[src/rtl/ttl_mux_reg.sv]
// ttl_mux_reg
//   Registered N-channel, W-bit multiplexer with a channel pointer that is
//   either loaded from a select bus or stepped round-robin (scan mode).
//   Used to time-multiplex several sources onto one shared bus.
//
// Ports
//   clk    in   rising-edge clock
//   reset  in   synchronous, active-high reset
//   In     in   packed channels; channel k is In[k*WIDTH +: WIDTH]
//   Sel    in   channel to load into the pointer
//   Load   in   load pointer from Sel this cycle
//   Scan   in   step pointer this cycle (wraps at CHANNELS-1)
//   Hold   in   freeze pointer and Out this cycle
//   G_n    in   active-low output strobe; when high, Out is forced low
//   Out    out  registered selected data
//   Ch     out  current pointer value
//   Wrap   out  one-cycle pulse when a scan step wraps to channel 0
//   Err    out  one-cycle pulse when Load is requested with Sel >= CHANNELS
module ttl_mux_reg #(
  parameter int WIDTH    = 2,
  parameter int CHANNELS = 4,
  parameter int SEL_BITS = 2
) (
  input  logic                        clk,
  input  logic                        reset,
  input  logic [CHANNELS*WIDTH-1:0]   In,
  input  logic [SEL_BITS-1:0]         Sel,
  input  logic                        Load,
  input  logic                        Scan,
  input  logic                        Hold,
  input  logic                        G_n,
  output logic [WIDTH-1:0]            Out,
  output logic [SEL_BITS-1:0]         Ch,
  output logic                        Wrap,
  output logic                        Err
);

  // One extra bit so CHANNELS == 2**SEL_BITS is still representable.
  localparam logic [SEL_BITS:0]   LP_CHANNELS = (SEL_BITS+1)'(CHANNELS);
  localparam logic [SEL_BITS-1:0] LP_LAST     = SEL_BITS'(CHANNELS - 1);

  logic [WIDTH-1:0]    r_out;
  logic [SEL_BITS-1:0] r_ch;
  logic                r_wrap;
  logic                r_err;

  logic [WIDTH-1:0]    w_sel_data;
  logic                w_sel_valid;

  // Explicit compare loop keeps the mux in range for non-power-of-two
  // channel counts; r_ch never exceeds CHANNELS-1 anyway.
  always_comb begin
    w_sel_data = '0;
    for (int k = 0; k < CHANNELS; k++) begin
      if (r_ch == SEL_BITS'(k)) begin
        w_sel_data = In[k*WIDTH +: WIDTH];
      end
    end
  end

  assign w_sel_valid = ({1'b0, Sel} < LP_CHANNELS);

  always_ff @(posedge clk) begin
    if (reset) begin
      r_out  <= '0;
      r_ch   <= '0;
      r_wrap <= 1'b0;
      r_err  <= 1'b0;
    end else begin
      r_wrap <= 1'b0;
      r_err  <= 1'b0;
      if (!Hold) begin
        // Data uses the pointer value from before this edge's update.
        r_out <= G_n ? '0 : w_sel_data;
        if (Load) begin
          // A rejected load still suppresses scanning for the cycle.
          if (w_sel_valid) begin
            r_ch <= Sel;
          end else begin
            r_err <= 1'b1;
          end
        end else if (Scan) begin
          if (r_ch == LP_LAST) begin
            r_ch   <= '0;
            r_wrap <= 1'b1;
          end else begin
            r_ch <= r_ch + 1'b1;
          end
        end
      end
    end
  end

  assign Out  = r_out;
  assign Ch   = r_ch;
  assign Wrap = r_wrap;
  assign Err  = r_err;

endmodule

[config.mk]
export PLATFORM = sky130hd
export DESIGN_NAME = ttl_mux_reg
export DESIGN_NICKNAME = d
export VERILOG_FILES = /design/src/rtl/ttl_mux_reg.sv
export SDC_FILE = /design/constraint.sdc
export NUM_CORES = 1
export LEC_CHECK = 0
export ABC_CLOCK_PERIOD_IN_PS = 2900
export BUFFER_PORTS_ARGS = -buffer_cell sky130_fd_sc_hd__buf_4
export CORE_AREA = 2 2 39 41
export DETAILED_ROUTE_END_ITERATION = 6
export DIE_AREA = 0 0 41 43
export PLACE_DENSITY = 0.58
export SYNTH_ARGS = -nofsm -noshare
export SYNTH_HDL_FRONTEND = slang
export SYNTH_SLANG_ARGS = --single-unit
[constraint.sdc]
create_clock -name clk -period 2.9 [get_ports clk]
set_input_delay 0.29 -clock clk [delete_from_list [all_inputs] [get_ports clk]]
set_output_delay 0.29 -clock clk [all_outputs]
set_load 0.02 [all_outputs]
==> Word-level counts from Yosys, hierarchy flattened <==
Cells that the tools add are included.
{ "totals": {"register_bits": 5, "input_bits": 16, "out_inout_bits": 6, "wordCells": 22} }
{ "classes": {"n_addsub": 1, "n_eq_ne": 3, "mux": 9, "bitwise_logic": 2, "reduce_logical": 4} }
{ "op_table": {"columns": ["op", "count"], "rows": [
  ["$mux 2", 8],
  ["$eq 2x2->1 const B", 2],
  ["$reduce_or 4->1", 1],
  ["$add 2x1->2 const B", 1],
  ["$eq 2x1->1 const B", 1],
  ["$logic_not 2->1", 1],
  ["$not 1->1", 2],
  ["$reduce_and 2->1", 1],
  ["$reduce_bool 2->1", 1],
  ["$mux 1", 1]
]} }

==> Depth between registers and ports, before layout <==
{ "depth": {"word_depth": 6, "ltp_mapped": 5, "depth_no_buf": 5} }

==> Least setup slack after synthesis <==
Ideal clock, no wire load.
{ "synth_path": {"kind": "reg-to-reg", "startpoint": "register r_ch[0] (netlist: Ch[0])", "endpoint": "register r_out[0] (netlist: Out[0])", "setup_time_ns": 0.086, "t_arrival_ns": 1.249, "required_time_ns": 2.814, "slack_ns": 1.566, "stages_incl_launch_ff": 6, "path_buffers": 0, "period_less_slack_ns": 1.334, "cell_sequence": "dfxtp_1 inv_1 ha_1 nor2_1 a32oi_1 a211oi_1"} }
{ "synth_via": {"elab_chain_cells": 6, "word_cells_on_any_way": 9, "classes_between": "eq/ne (3); mux (5); reduce/logical (1)"} }
{ "synth_rtl": {"columns": ["element", "line_no", "text"], "rows": [
  ["from (decl)", "43", "logic [SEL_BITS-1:0] r_ch;"],
  ["from (signal assigned)", "78", "r_ch <= Sel;"],
  ["from (signal assigned)", "87", "r_ch <= r_ch + 1'b1;"],
  ["$logic_not 2->1", "55", "if (r_ch == SEL_BITS'(k)) begin"],
  ["$mux 2 (3 in a row)", "55", null],
  ["$mux 2 (*)", "55", null],
  ["$mux 2 (*)", "74", "r_out <= G_n ? '0 : w_sel_data;"],
  ["to (signal assigned)", "74", null],
  ["to (decl)", "42", "logic [WIDTH-1:0] r_out;"]
]} }
Mark *: on every way between the ends. The rest lies on a longest branch, timed or not.
A chain may end at the register's enable or synchronous reset.

==> Worst setup path in the final report <==
{ "layout_path": {"startpoint": "register r_ch[0] (netlist: Ch[0])", "endpoint": "register r_out[1] (netlist: Out[1])"} }
The elaborated chain is that of the path after synthesis.

==> key figures <==
Run status
  – Status: finished clean

Layout
  – Fill count: 152
  – Layout Cells excl Fill: 75
  – Area Overhead vs Synth: 57.4%
  – Antenna cells: 0
  – Total Nets Final: 80
  – Layout cells sized above 1: 40.7%

Die
  – Die height: 43 um
  – Chip width: 41 um
  – Die footprint: 1760 um^2
  – Core Rows: 14
  – Starting Density: 23.8%
  – # IOs: 22
  – Core Area: 1380 um^2

Critical path
  – CP peak stage delay: 0.42 ns
  – Critical-path cell list: inv_1 -> ha_1 -> nor2_1 -> a32oi_1 -> a211oi_1
  – CP Capture Type: flop
  – Crit start category: flop
  – Flop-to-flop setup slack: 1.57 ns
  – Critical path arrival: 1.50 ns
  – Critical Path RT: 3.07 ns
  – Crit path buffers/inverters: 1
  – Slowest CP cell: dfxtp_1
  – Worst Setup Path Type: flop to flop
  – Worst reg-to-reg path cell count: 5
  – Crit path max-delay family: flip-flops
  – CP Depth: 5
  – Worst-path fanout max: 6

Global route
  – Vias in the first global route: 365
  – Total gr overflow: 0
  – First-pass GRT wire length: 1340 um
  – GRT Overall Usage: 11.4%
  – Initial antenna violation count: 0
  – Largest net degree at the start of global routing: 8

STA
  – Final WS setup: 1.57 ns
  – Hold_ws: 0.240 ns
  – Minimum clock period: 1.33 ns
  – Final worst-path cycle share: 45.9%
  – Final hold vios: 0
  – Fin. max-slew vios: 0
  – Setup violations, final: 0
  – Setup_tns: 0 ns
  – RSZ-0062 raised after global routing: false
  – Fmax achieved: 752 MHz
  – Final Skew: 0.000258 ns

Yosys
  – Most frequent cells after synthesis: dfxtp_1, a211oi_1, ha_1, nor2_1
  – Synthesized instance count: 36
  – Post-synth EDFFs: 0
  – Most frequent cell after synthesis: dfxtp_1
  – Synth warn: 0
  – Synth top area share: 30.4%
  – Post-Syn Nets: 56
  – Register area share after synthesis: 30.4%
  – Most used DFF post-synth: dfxtp_1
  – Ys async rst share: 0%
  – Post-synth design cell area: 329 um^2
  – Number of synthesized register bits: 5
  – Synth top area cells: dfxtp_1, ha_1, a211oi_1
  – Cell variety after synth: 18
  – Syn Area/Cell: 9.14 um^2
  – Post-synth top area cell: dfxtp_1

Route
  – Via count: 363
  – Drt pass-1 iters: 3
  – DRC: 0
  – Post-route ant nets: 0
  – Routed len/inst: 10.6 um
  – Initial detailed-routing violation count: 2
  – Vias per cell: 4.84
  – Final wirelength: 797 um

CTS
  – PostCTS Resize Cnt: 0
  – Total setup buffers inserted after CTS: 0
  – CTS tree: yes
  – Cts-stage hold buffer count: 0
  – Num CTS Buffers: 3
  – Clock Path Buffers: 2
  – Max H-tree Level: 1
  – Sink Count: 5
  – Clk_lat worst skew: 0.25 ns
  – Clock-pin slew on the worst setup and hold paths: 0.05 ns
  – Clock Tree Root: clkbuf_4

Power
  – Power Dens Cells: 424 nW/um^2
  – Peak VDD IR: 0.185 mV
  – Leak: 0.232 nW

Placement
  – Placed Cells: 71
  – Port bufs: 20
  – GP Congestion: 0.679
  – Dpl hpwl: 657 um
  – Pre-CTS WS: 1.57 ns

Run
  – Max Cap Viol: 0

Worst hold path
  – Cell count of the worst hold path: 2
  – Hold Path Class: primary input to flop
## state kept, by name, summed over array words and instances, names as in the netlist
signal	flops
Ch	2
Out	2
Wrap	1
## metal layers
layer	GRT usage, %	vias to the layer above	share of wire [%]
li1	-	181	-
met1	12.2	165	40
met2	18.1	15	50
met3	3.14	2	7.4
met4	8.00	0	1.9
met5	0	-	0
## metrics by stage
stage / total power [mW] / area, um^2 / utilization [%]
floorplan: 0.108 / 329 / -
global placement: 0.136 / 492 / 35.5
detailed placement: 0.135 / 492 / 35.5
CTS: 0.222 / 518 / 37.4
global route: 0.231 / 518 / 37.4
finish: 0.220 / 518 / 37.4
## logic make-up after synthesis
kind of cell / share of synthesized area [%]
fa+ha+maj: 15.2
mux: 3.04
other cells: 1.14
compound gates: 30.8
flops: 30.4
simple gates: 14.8
buf+inv: 4.56
## cells in the final DEF (no fill, tap or decap)
cell,n
a22oi_1,2
clkbuf_1,1
a21oi_1,1
nor2b_1,1
dfxtp_1,5
a221oi_1,2
mux2i_1,1
a211oi_1,4
ha_1,4
nand2_1,1
o21ba_4,1
a32oi_1,2
nand2b_1,2
nor3_1,1
inv_1,2
nor4_1,1
buf_4,20
clkbuf_4,3
conb_1,1
nor2_1,4
## worst reg2reg max path: stages, from the launching register on
cell	delay, ns
dfxtp_1	0.42
inv_1	0.09
ha_1	0.25
nor2_1	0.14
a32oi_1	0.12
a211oi_1	0.23
## final cells by class
cell class | instances | area (um^2) | share of cell area (%)
well taps | 16 | 20.0 | 3.86
flip-flops and latches | 5 | 100 | 19.3
repair buffers | 20 | 150 | 29.0
multi-input cells | 28 | 214 | 41.3
inverters | 2 | 7.51 | 1.45
clock buffers | 4 | 26.3 | 5.07
## path summary, 6_finish.rpt
path	from	end
worst max register to register	Ch[0]	Out[1]
worst min-delay path	reset	Ch[0]
worst max-delay path	Ch[0]	Out[1]
worst min register to register	Ch[1]	Ch[1]
## power breakdown
part / switching (mW) / leakage, nW / total, mW / internal [mW]
registers: 0.00437 / 0.0409 / 0.0770 / 0.0726
logic: 0.0253 / 0.176 / 0.0566 / 0.0313
clock network: 0.0339 / 0.0150 / 0.0862 / 0.0524
Power figures use the tool's default switching activity.
